`src/rtl/mem_stage_pkg.sv`:
```
// Shared definitions for the memory-access stage:
// op codes, widths, FSM encoding and lane helpers.
package mem_stage_pkg;

  localparam int REG_W = 32;
  localparam int ADDR_W = 5;

  localparam logic [ADDR_W-1:0] NOPREGADDR = '0;
  localparam logic [REG_W-1:0] ZEROWORD = '0;
  localparam logic STOP = 1'b1;
  localparam logic NOSTOP = 1'b0;

  localparam logic [7:0] EXE_LB_OP  = 8'b1110_0000;
  localparam logic [7:0] EXE_LH_OP  = 8'b1110_0001;
  localparam logic [7:0] EXE_LW_OP  = 8'b1110_0011;
  localparam logic [7:0] EXE_LBU_OP = 8'b1110_0100;
  localparam logic [7:0] EXE_LHU_OP = 8'b1110_0101;
  localparam logic [7:0] EXE_SB_OP  = 8'b1110_1000;
  localparam logic [7:0] EXE_SH_OP  = 8'b1110_1001;
  localparam logic [7:0] EXE_SW_OP  = 8'b1110_1011;

  typedef enum logic [1:0] {
    ST_IDLE = 2'd0,
    ST_WAIT = 2'd1,
    ST_DONE = 2'd2
  } mem_state_e;

  typedef enum logic [1:0] {
    SZ_NONE,
    SZ_B,
    SZ_H,
    SZ_W
  } mem_size_e;

  function automatic mem_size_e op_size(
    input logic [7:0] op
  );
    mem_size_e s;
    unique case (1'b1)
      op == EXE_LB_OP,
      op == EXE_LBU_OP,
      op == EXE_SB_OP: s = SZ_B;
      op == EXE_LH_OP,
      op == EXE_LHU_OP,
      op == EXE_SH_OP: s = SZ_H;
      op == EXE_LW_OP,
      op == EXE_SW_OP: s = SZ_W;
      default:         s = SZ_NONE;
    endcase
    return s;
  endfunction

  function automatic logic op_store(
    input logic [7:0] op
  );
    return (op == EXE_SB_OP) ||
           (op == EXE_SH_OP) ||
           (op == EXE_SW_OP);
  endfunction

  function automatic logic misaligned(
    input mem_size_e sz,
    input logic [1:0] off
  );
    return ((sz == SZ_H) && off[0]) ||
           ((sz == SZ_W) && (off != 2'b00));
  endfunction

  // Big-endian lanes: byte 0 lives in sel[3].
  function automatic logic [3:0] lane_sel(
    input mem_size_e sz,
    input logic [1:0] off
  );
    logic [3:0] s;
    unique case (sz)
      SZ_B:    s = 4'b1000 >> off;
      SZ_H:    s = off[1] ? 4'b0011 : 4'b1100;
      SZ_W:    s = 4'b1111;
      default: s = 4'b0000;
    endcase
    return s;
  endfunction

  function automatic logic [REG_W-1:0] store_data(
    input mem_size_e sz,
    input logic [REG_W-1:0] reg2
  );
    logic [REG_W-1:0] d;
    unique case (sz)
      SZ_B:    d = {4{reg2[7:0]}};
      SZ_H:    d = {2{reg2[15:0]}};
      default: d = reg2;
    endcase
    return d;
  endfunction

endpackage

```
`src/rtl/mem_load_align.sv`:
```
// Picks the addressed lane of a bus read word
// and sign- or zero-extends it to 32 bits.
module mem_load_align
  import mem_stage_pkg::*;
(
  input  logic [7:0]       aluop,
  input  logic [1:0]       addr,
  input  logic [REG_W-1:0] rdata,
  output logic [REG_W-1:0] word
);

  logic [7:0] b;
  logic [15:0] h;

  always_comb begin
    unique case (addr)
      2'b00:   b = rdata[31:24];
      2'b01:   b = rdata[23:16];
      2'b10:   b = rdata[15:8];
      default: b = rdata[7:0];
    endcase
    h = addr[1] ? rdata[15:0] : rdata[31:16];
    unique case (1'b1)
      aluop == EXE_LB_OP:  word = {{24{b[7]}}, b};
      aluop == EXE_LBU_OP: word = {24'h0, b};
      aluop == EXE_LH_OP:  word = {{16{h[15]}}, h};
      aluop == EXE_LHU_OP: word = {16'h0, h};
      default:             word = rdata;
    endcase
  end

endmodule

```
`src/rtl/mem_stage.sv`:
```
// Memory-access stage: drives the data bus for loads and
// stores and stalls the pipeline until the bus acks.
module mem_stage
  import mem_stage_pkg::*;
(
  input  logic              clk,
  input  logic              rst,
  input  logic [ADDR_W-1:0] ex_wd,
  input  logic              ex_wreg,
  input  logic [REG_W-1:0]  ex_wdata,
  input  logic [REG_W-1:0]  ex_hi,
  input  logic [REG_W-1:0]  ex_lo,
  input  logic              ex_whilo,
  input  logic [7:0]        ex_aluop,
  input  logic [REG_W-1:0]  ex_mem_addr,
  input  logic [REG_W-1:0]  ex_reg2,
  input  logic [5:0]        stall,
  output logic [ADDR_W-1:0] mem_wd,
  output logic              mem_wreg,
  output logic [REG_W-1:0]  mem_wdata,
  output logic [REG_W-1:0]  mem_hi,
  output logic [REG_W-1:0]  mem_lo,
  output logic              mem_whilo,
  output logic              stallreq_mem,
  output logic              misalign,
  output logic              dbus_req,
  output logic              dbus_we,
  output logic [REG_W-1:0]  dbus_addr,
  output logic [3:0]        dbus_sel,
  output logic [REG_W-1:0]  dbus_wdata,
  input  logic              dbus_ack,
  input  logic [REG_W-1:0]  dbus_rdata
);

  mem_state_e state;
  mem_size_e sz;
  logic mem_op;
  logic bad;
  logic start;
  logic [REG_W-1:0] word_addr;

  logic [7:0] r_op;
  logic [1:0] r_off;
  logic [REG_W-1:0] r_addr;
  logic [3:0] r_sel;
  logic [REG_W-1:0] r_wdata;
  logic [REG_W-1:0] lbuf;
  logic [REG_W-1:0] load_word;

  logic unused_stall;
  assign unused_stall = ^{stall[5], stall[3:0]};

  assign sz = op_size(ex_aluop);
  assign mem_op = (sz != SZ_NONE);
  assign bad = mem_op && misaligned(sz, ex_mem_addr[1:0]);
  assign start = (state == ST_IDLE) && mem_op && !bad;
  assign word_addr = {ex_mem_addr[31:2], 2'b00};

  mem_load_align u_align (
    .aluop (r_op),
    .addr  (r_off),
    .rdata (dbus_rdata),
    .word  (load_word)
  );

  // Request fields are latched at start so they hold until ack.
  always_ff @(posedge clk) begin
    if (rst) begin
      state <= ST_IDLE;
      lbuf <= ZEROWORD;
      r_op <= 8'h00;
      r_off <= 2'b00;
      r_addr <= ZEROWORD;
      r_sel <= 4'b0000;
      r_wdata <= ZEROWORD;
    end else begin
      unique case (state)
        ST_IDLE: begin
          if (start) begin
            state <= ST_WAIT;
            r_op <= ex_aluop;
            r_off <= ex_mem_addr[1:0];
            r_addr <= word_addr;
            r_sel <= lane_sel(sz, ex_mem_addr[1:0]);
            r_wdata <= store_data(sz, ex_reg2);
          end
        end
        ST_WAIT: begin
          if (dbus_ack) begin
            state <= ST_DONE;
            if (!op_store(r_op)) lbuf <= load_word;
          end
        end
        ST_DONE: begin
          if (!stall[4]) state <= ST_IDLE;
        end
        default: state <= ST_IDLE;
      endcase
    end
  end

  always_comb begin
    mem_wd = ex_wd;
    mem_wreg = ex_wreg;
    mem_wdata = ex_wdata;
    mem_hi = ex_hi;
    mem_lo = ex_lo;
    mem_whilo = ex_whilo;
    stallreq_mem = NOSTOP;
    misalign = 1'b0;
    dbus_req = 1'b0;
    dbus_we = 1'b0;
    dbus_addr = ZEROWORD;
    dbus_sel = 4'b0000;
    dbus_wdata = ZEROWORD;
    if (rst) begin
      mem_wd = NOPREGADDR;
      mem_wreg = 1'b0;
      mem_wdata = ZEROWORD;
      mem_hi = ZEROWORD;
      mem_lo = ZEROWORD;
      mem_whilo = 1'b0;
    end else begin
      unique case (state)
        ST_IDLE: begin
          if (bad) begin
            misalign = 1'b1;
            mem_wreg = 1'b0;
          end else if (mem_op) begin
            dbus_req = 1'b1;
            stallreq_mem = STOP;
            mem_wreg = 1'b0;
            dbus_we = op_store(ex_aluop);
            dbus_addr = word_addr;
            dbus_sel = lane_sel(sz, ex_mem_addr[1:0]);
            dbus_wdata = store_data(sz, ex_reg2);
          end
        end
        ST_WAIT: begin
          dbus_req = 1'b1;
          stallreq_mem = STOP;
          mem_wreg = 1'b0;
          dbus_we = op_store(r_op);
          dbus_addr = r_addr;
          dbus_sel = r_sel;
          dbus_wdata = r_wdata;
        end
        ST_DONE: begin
          if (!op_store(r_op)) mem_wdata = lbuf;
        end
        default: ;
      endcase
    end
  end

endmodule

```
`config.mk`:
```
export PLATFORM = sky130hd
export DESIGN_NAME = mem_stage
export DESIGN_NICKNAME = d
export VERILOG_FILES = /design/src/rtl/mem_stage_pkg.sv /design/src/rtl/mem_load_align.sv /design/src/rtl/mem_stage.sv
export SDC_FILE = /design/constraint.sdc
export NUM_CORES = 1
export LEC_CHECK = 0
export CAP_MARGIN = 30
export CORE_AREA = 3 3 152 154
export DETAILED_ROUTE_END_ITERATION = 6
export DIE_AREA = 0 0 155 157
export PLACE_DENSITY = 0.69
export RECOVER_POWER = 25
export SETUP_SLACK_MARGIN = 0.15
export SYNTH_ARGS = -nofsm -noshare
export SYNTH_HDL_FRONTEND = slang
export SYNTH_SLANG_ARGS = --single-unit
```
`constraint.sdc`:
```
create_clock -name clk -period 3.62 [get_ports clk]
set_input_delay 0.905 -clock clk [delete_from_list [all_inputs] [get_ports clk]]
set_output_delay 0.905 -clock clk [all_outputs]
set_load 0.1 [all_outputs]
```
# --- After elaboration in Yosys (flattened, before gate mapping) ---
# Index checks and enable logic that the tools add are counted.
word_totals:
  register_bits: 110
  in_bits: 216
  out_inout_bits: 175
  elab_cells: 100
classes:
  n_eq_ne: 25
  shift: 1
  muxes: 45
  bitwise: 1
  reduce_logical: 21
op_table:
  columns: ["operator", "n"]
  rows:
  - ["$mux 32", 11]
  - ["$pmux 32 s2", 3]
  - ["$pmux 32 s4", 1]
  - ["$eq 8x8->1 const B", 15]
  - ["$pmux 8 s3", 1]
  - ["$mux 16", 1]
  - ["$mux 4", 4]
  - ["$mux 1", 13]
  - ["$pmux 2 s3", 2]
  - ["$pmux 4 s3", 1]
  - ["$eq 2x2->1 const B", 4]
  - ["$pmux 4 s2", 1]
  - ["$eq 2x1->1 const B", 3]
  - ["$mux 2", 3]
  - ["$ne 2x2->1 const B", 3]
  - ["$pmux 1 s2", 3]
  - ["$reduce_and 3->1", 2]
  - ["$reduce_or 3->1", 2]
  - ["$logic_and 1x1->1", 5]
  - ["$logic_or 1x1->1", 5]
  - ["$mux 5", 1]
  - ["$logic_not 2->1", 2]
  - ["$reduce_bool 2->1", 2]
  - ["$shr 4x2->4 const A", 1]
  - ["4 further kinds", 4]

# --- Depth between registers and ports, before layout ---
# Gate-level depths: netlist (run 1).
depth:
  word_depth: 11
  ltp_mapped: 12

# --- Cells and area by module ---
# From an unflattened synthesis (run 1), not the netlist that was laid out.
unflattened:
  hier_cells: 890
  hier_area_um2: 7253.2
modules_own_cells:
  columns: ["module", "instances", "cells_per_inst", "area_per_inst_um2", "seq_area_each_um2"]
  rows:
  - ["mem_stage", 1, 774, 6277.3, 2202.1]
  - ["mem_load_align", 1, 116, 975.9, 0.0]

# --- Worst setup path before layout (run 1) ---
# OpenSTA, ideal clock, no wires.
synth_path:
  path_kind: "in2out"
  startpoint: "input ex_aluop[4]"
  endpoint: "output stallreq_mem"
  arrival_ns: 4.330
  t_required_ns: 2.715
  slack_ns: -1.615
  path_stages: 10
  n_path_buf: 3
  path_cell_list: "and4b_1 > o21a_1 > inv_1 > ha_1 > clkbuf_1 > o21ai_1 > nand3_1 > clkbuf_1 > a21oi_1 > buf_4"
synth_via:
  elab_chain_cells: 10
  word_cells_on_any_way: 23
  cone_classes: "10 x eq/ne; 5 x mux; 8 x reduce/logical"
synth_rtl:
  columns: ["element", "line_no", "text"]
  rows:
  - ["start, declared", "mem_stage.sv:14", "input logic [7:0] ex_aluop,"]
  - ["$eq 8x8->1 (tied with other cells)", "mem_stage_pkg.sv:43", "op == EXE_LH_OP,"]
  - ["$reduce_or 3->1 or $reduce_or 2->1 (tied branches)", "mem_stage_pkg.sv:39", "unique case (1'b1)"]
  - ["$pmux 2 s3 *", "mem_stage_pkg.sv:39", null]
  - ["$eq 2x2->1, on equally long branches", "mem_stage_pkg.sv:65, mem_stage_pkg.sv:66", null]
  - ["$logic_and 1x1->1, on equally long branches", "mem_stage_pkg.sv:65, mem_stage_pkg.sv:66", null]
  - ["$logic_or 1x1->1", "mem_stage_pkg.sv:65", "return ((sz == SZ_H) && off[0]) ||"]
  - ["$logic_and 1x1->1", "mem_stage.sv:55", "assign bad = mem_op && misaligned(sz, ex_mem_addr[1:0]);"]
  - ["$mux 1 *", null, null]
  - ["$pmux 1 s2 *", null, null]
  - ["$mux 1 *", null, null]
  - ["end, declared", "mem_stage.sv:24", "output logic stallreq_mem,"]
# Mark *: on every way between the ends. The rest lies on a longest branch, timed or not.

# --- Final worst setup path (run 1) ---
layout_path:
  startpoint: "input ex_aluop[4]"
  endpoint: "output dbus_wdata[12]"
layout_via:
  elab_chain_cells: 10
  word_cells_on_any_way: 25
  cone_classes: "11 x eq/ne; 6 x mux; 8 x reduce/logical"
layout_rtl:
  columns: ["element", "line_no", "text"]
  rows:
  - ["$eq 8x8->1 (tied with other cells)", "mem_stage_pkg.sv:43", null]
  - ["$reduce_or 3->1 or $reduce_or 2->1 (tied branches)", "mem_stage_pkg.sv:39", null]
  - ["$pmux 2 s3 *", "mem_stage_pkg.sv:39", null]
  - ["parallel branches: the longest is 4 deep, another holds $pmux 32 s2", null, null]
  - ["$mux 32 *", "mem_stage.sv:126", "if (bad) begin"]
  - ["$pmux 32 s2 *", "mem_stage.sv:124", "unique case (state)"]
  - ["$mux 32 *", "mem_stage.sv:116", "if (rst) begin"]
  - ["end, declared", "mem_stage.sv:30", "output logic [REG_W-1:0] dbus_wdata,"]
# Mark *: on every way between the ends.

==> results of run 1 <==
==> worst max-delay path, cell delays in order <==
cell	delay [ns]
buf_6	0.09
and4b_2	0.34
o21a_1	0.19
inv_2	0.07
ha_2	0.20
o21ai_4	0.20
nand3_4	0.19
buf_16	0.19
a221o_1	0.33
a21oi_4	0.19
buf_12	0.20
==> cells in the mapped netlist, drive strengths merged, types with 3 or more instances <==
cell / n
buf: 32
a211oi: 8
nor2: 76
nand2b: 4
nand2: 234
a221o: 16
a311oi: 26
dfxtp: 110
mux2i: 40
nand4: 7
a21oi: 158
nor2b: 72
mux4: 8
inv: 26
o21ai: 37
ha: 4
a221oi: 7
nand3: 3
clkbuf: 55
==> area by class of cell <==
type,count,area [µm²],share of cell area (%)
Multi-Input combinational cell,730,5490,37.0
Inverter,26,97.6,0.658
Clock inverter,6,77.6,0.523
Timing Repair Buffer,470,6380,43.0
Antenna cell,3,7.51,0.0506
Clock buffer,10,239,1.61
Sequential cell,110,2200,14.8
Tap cell,280,350,2.36
==> logic make-up after synthesis <==
kind of cell,count (synthesis),synth area share [%]
simple gates,413,27.1
compound gates,263,23.6
buf+inv,113,7.09
flops,110,32.8
mux,48,8.64
fa+ha+maj,4,0.744
other cells,1,0.0558
==> registers in the layout, summed over array words and instances (netlist names) <==
register	flops
lbuf	32
r_addr	30
r_off	2
r_op	8
r_sel	4
r_wdata	32
state	2
==> where the power goes <==
part	internal [µW]	leakage [µW]	switching, µW	total [µW]
clock network	569	0.000153	507	1080
registers	1230	0.000888	13.7	1240
logic	579	0.00422	848	1430
total	2380	0.00526	1370	3740
==> metrics by stage <==
| step | setup slack, ns | power [µW] | cells | TNS [ns] | util, % |
|---|---|---|---|---|---|
| finish | -0.384 | 3740 | 1635 | -20.62 | 68.0 |
| global route | -0.459 | 3860 | 1635 | -25.73 | 68.0 |
| CTS | -0.442 | 3750 | 1627 | -21.89 | 66.9 |
| detailed placement | -0.761 | 2650 | 1592 | -48.96 | 63.4 |
| global placement | -0.727 | 2640 | 1591 | -46.66 | 63.2 |
| floorplan | -0.308 | 2030 | 953 | -17.15 | - |
==> final timing paths <==
path | startpoint | endpoint | slack (ns) | cells past startpoint
hold reg to reg | r_wdata[3]$_SDFFE_PP0P_ | r_wdata[3]$_SDFFE_PP0P_ | 0.46 | 2
setup reg to reg | state[1]$_SDFFE_PP0P_ | lbuf[7]$_SDFFE_PP0P_ | 1.18 | 6
setup / recovery | ex_aluop[4] | dbus_wdata[12] | -0.38 | 11
hold / removal | r_wdata[3]$_SDFFE_PP0P_ | r_wdata[3]$_SDFFE_PP0P_ | 0.46 | 2
==> timing repair <==
item                       4_1_cts  5_1_grt
setup buffers                   13        3
setup endpoints to repair       71       70
gates cloned                     6        1
pin swaps                       48       41
gates resized for setup         88       44
==> routing by layer <==
layer	up-vias	GRT usage (%)	share of wire, %	wire (µm)
li1	4049	-	-	-
met1	4014	29.5	38	11800
met2	364	42.7	50	15900
met3	40	8.03	9.6	3030
met4	2	6.39	2.2	706
met5	-	0	0.041	13
==> run summary, run 1 <==
ranking of synthesized cells by area - dfxtp_1, nand2_1, a21oi_1
first-pass GRT wire length - 47,600 µm
IO Count - 391
layout cells sized above 1 - 39.6%
setup ws final - -0.384 ns
CTS root buf - clkbuf_16
Post-synth EDFFs - 0
critical path class - primary input to primary output
Core Rows - 54
failing checks - setup timing
Die Y - 157 µm
# port buffers - 383
type of the worst min-delay path - flop to flop
vias - 8,469
Avg Cell Area, Syn - 7.06 µm²
Slew @ Worst Pin - 0.909 ns
area delta synth->final - 121%
antenna-violating nets left - 0
f_max - 0.250 GHz
Worst slew margin - 39.4%
core box area - 21,800 µm²
number of synthesized register bits - 110
commonest non-fill, non-tap cells in the layout - clkdlybuf4s50_1, nand2_1, buf_12, dfxtp_1, a21oi_1
TritonCTS clock tree - yes
Final Hold Vio Count - 0
die area - 24,300 µm²
DP Wirelength - 23,100 µm
Min Hold Slack - 0.458 ns
CTS Buf Count - 9
DRC violations left - 0
Crit Path Max Fanout - 6
initial antenna violation count - 4
RePlAce Congestion - 0.907
Worst Setup End Kind - primary output
Synth top area share - 32.8%
largest net degree at the start of global routing - 91
commonest non-fill, non-tap cell in the layout - clkdlybuf4s50_1
Lkg Pwr - 0.00526 µW
via/cell ratio - 5.18
sequential-to-total area share from yosys stat - 32.8%
VDD IR-drop max - 230 µV
Max Transition Viols Final - 0
startpoint types - primary input
nets - 1,567
Layout Skew - 0.00990 ns
Die X - 155 µm
GR Overflow Total - 0
Final Setup Violations - 69
Tmin final - 4.00 ns
final wirelength - 31,500 µm
most area-hungry cell type in the Yosys netlist - dfxtp_1
initial drt markers - 462
vias in the first global route - 8,400
Worst-path clk slew - 0.08 ns
Initial Utilization - 30.8%
post-route clock period utilization - 111%
CP required - 2.71 ns
Post-Syn Area - 6720 µm²
placed instance area - 13,800 µm²
Wirelength per Cell - 19.2 µm
synth warn - 0
worst skew pair latency - 0.36 ns
Synth Flop Type - dfxtp_1
Synth cell types - 47
final instance area - 14,800 µm²
CTS max path bufs - 2
outcome - complete, but fails checks
critical path arrival - 3.10 ns
CTS hold repair buffers - 0
Async SR Flop Fraction - 0%
# clock sinks - 110
H-tree Lvls - 3
Max Cap Viol - 0
RSZ-0062 raised after global routing - true
instance count of the mapped netlist - 952
Pwr per Cell Area - 252 nW/µm²
First-pass DRT Iterations - 5
GRT Overall Usage - 24.6%
fillers - 1,690
No activity file was read; power rests on OpenSTA's default activity.
==> run 2, diff against run 1 <==
==> constraint.sdc (replaced) <==
create_clock -name clk -period 3.4 [get_ports clk]
set_input_delay 0.85 -clock clk [delete_from_list [all_inputs] [get_ports clk]]
set_output_delay 0.85 -clock clk [all_outputs]
set_load 0.1 [all_outputs]
==> run 2 against run 1 <==
The flow still finishes with violations (setup timing). Clock skew barely moved. Clock power rose by 11%. Flip-flop and latch count did not move. Non-clock buffer count rose by 33. Largest power group unchanged.
==> run summary, run 2 (same netlist as run 1, synthesis figures left out) <==
outcome - complete, but fails checks (unchanged)
failing checks - setup timing (unchanged)
CP required - 2.55 ns (was 2.71 ns)
critical path arrival - 2.99 ns (was 3.10 ns)
hold depth - 2 (unchanged)
combinational share of power - 38.5% (was 38.1%)
final core occ - 71.6% (was 68.0%)
sequential share of power - 32.3% (was 33.2%)
VDD IR-drop max - 310 µV (was 230 µV)
Tmin final - 3.84 ns
Worst slew margin - 16.2% (was 39.4%)
GR Overflow Total - 0 (unchanged)
IO Count - 391 (unchanged)
setup ws final - -0.437 ns (was -0.384 ns)
Wirelength per Cell - 19.7 µm (was 19.2 µm)
antenna-violating nets left - 0 (unchanged)
area delta synth->final - 133% (was 121%)
First-pass DRT Iterations - 7 (was 5)
final wirelength - 32,900 µm (was 31,500 µm)
CTS Buf Count - 9 (unchanged)
GRT Overall Usage - 25.2% (was 24.6%)
H-tree Lvls - 3 (unchanged)
commonest non-fill, non-tap cell in the layout - clkdlybuf4s50_1 (unchanged)
CTS max path bufs - 2 (unchanged)
NetSw - 1490 µW (was 1370 µW)
placed instance area - 14,000 µm² (was 13,800 µm²)
TritonCTS clock tree - yes (unchanged)
via/cell ratio - 5.23 (was 5.18)
DRC violations left - 0 (unchanged)
f_max - 0.261 GHz
# port buffers - 383 (unchanged)
startpoint types - primary input (unchanged)
Initial Utilization - 30.8% (unchanged)
Final Setup Violations - 69 (unchanged)
core box area - 21,800 µm² (unchanged)
first-pass GRT wire length - 48,500 µm (was 47,600 µm)
Die Y - 157 µm (unchanged)
initial antenna violation count - 4 (unchanged)
Crit Path Max Fanout - 28 (was 6)
share of power burned in the clock network - 29.2% (was 28.8%)
worst skew pair latency - 0.36 ns (about the same)
Worst Setup End Kind - primary output (unchanged)
vias in the first global route - 8,579 (was 8,400)
largest net degree at the start of global routing - 127 (was 91)
Max Transition Viols Final - 0 (unchanged)
nets - 1,600 (was 1,567)
Die X - 155 µm (unchanged)
vias - 8,726 (was 8,469)
layout cells sized above 1 - 41.3% (was 39.6%)
RSZ-0062 raised after global routing - true (unchanged)
RePlAce Congestion - 0.928 (was 0.907)
Power Internal - 2610 µW (was 2380 µW)
dpl ws - -0.885 ns (was -0.761 ns)
post-route clock period utilization - 113%
die area - 24,300 µm² (unchanged)
CTS root buf - clkbuf_16 (unchanged)
biggest regs - lbuf: 32 flops, r_wdata: 32 flops, r_addr: 30 flops (unchanged)
Core Rows - 54 (unchanged)
Pwr per Cell Area - 262 nW/µm² (was 252 nW/µm²)
type of the worst min-delay path - flop to flop (unchanged)
sw frac - 36.3% (was 36.6%)
Layout Skew - 0.0101 ns (was 0.00990 ns)
DP Wirelength - 23,300 µm (was 23,100 µm)
critical path class - primary input to primary output (unchanged)
Worst-path clk slew - 0.08 ns (about the same)
Max Cap Viol - 0 (unchanged)
R2R cell count - 6 (unchanged)
final instance area - 15,600 µm² (was 14,800 µm²)
Final Hold Vio Count - 0 (unchanged)
# clock sinks - 110 (unchanged)
Slew @ Worst Pin - 1.25 ns (was 0.909 ns)
initial drt markers - 571 (was 462)
commonest non-fill, non-tap cells in the layout - clkdlybuf4s50_1, nand2_1, buf_12, dfxtp_1, a21oi_1 (unchanged)
Lkg Pwr - 0.00550 µW (was 0.00526 µW)
[run 2: cell types whose count changed in the layout (fill, tap and decap cells not counted), sizes merged]
cell,change
buf,+33
bufinv,+1
clkdlybuf4s15,-1
[run 2: worst max-delay path, stage by stage]
cell and delay [ns]:
buf_6 0.09, and4b_2 0.36, o21a_4 0.20, inv_4 0.05, ha_4 0.16, nor3_4 0.15
buf_6 0.14, nand3_4 0.09, buf_12 0.17, a221o_1 0.32, a21oi_4 0.19, buf_12 0.20
[run 2: worst paths after layout]
check	slack, ns	startpoint	to
worst max-delay path	-0.44	ex_aluop[4]	dbus_wdata[29]
worst max register to register	0.72	r_op[4]$_SDFFE_PP0P_	lbuf[17]$_SDFFE_PP0P_
worst min register to register	0.46	r_addr[12]$_SDFFE_PP0P_	r_addr[12]$_SDFFE_PP0P_
worst min-delay path	0.46	r_addr[12]$_SDFFE_PP0P_	r_addr[12]$_SDFFE_PP0P_
[run 2: layout make-up]
class / instances / area, µm²
multi-input cells: 730 / 5820
inverters: 26 / 103
diodes: 3 / 7.51
clock inverters: 7 / 105
well taps: 280 / 350
clock buffers: 9 / 225
repair buffers: 503 / 6820
flip-flops and latches: 110 / 2200
fillers: 1527 / 6190
[run 2: through the flow]
| stage | instances | hold WS, ns | power [µW] | TNS (ns) |
|---|---|---|---|---|
| floorplan | 953 | 0.437 | 2160 | -24.85 |
| global placement | 1586 | 0.441 | 2830 | -55.05 |
| detailed placement | 1586 | 0.447 | 2840 | -58.54 |
| CTS | 1634 | 0.458 | 4090 | -23.46 |
| global route | 1668 | 0.473 | 4230 | -30.96 |
| finish | 1668 | 0.456 | 4100 | -25.75 |
[run 2: power by group through the flow]
stage / Combinational [µW] / Sequential, µW / Clock, µW
floorplan: 818 / 1350 / 0
global placement: 1480 / 1350 / 0
detailed placement: 1490 / 1350 / 0
CTS: 1550 / 1320 / 1220
global route: 1630 / 1320 / 1270
finish: 1580 / 1320 / 1200
[run 2: repair_timing]
item / in CTS / in global routing
pin swaps: 54 / 80
gates resized for setup: 138 / 57
hold buffers: 0 / 0
setup endpoints to repair: 71 / 71
buffers inserted: 25 / 30
endpoints found under the hold margin: 0 / 0
cloned: 7 / 1
[run 2: layer usage]
metal  wire [µm]  GRT usage [%]  vias up
met1       12400           29.4     4129
met4         952           8.54        2
li1            -              -     4130
met3        2920           7.45       54
met5           9              0        -
met2       16600           44.3      411
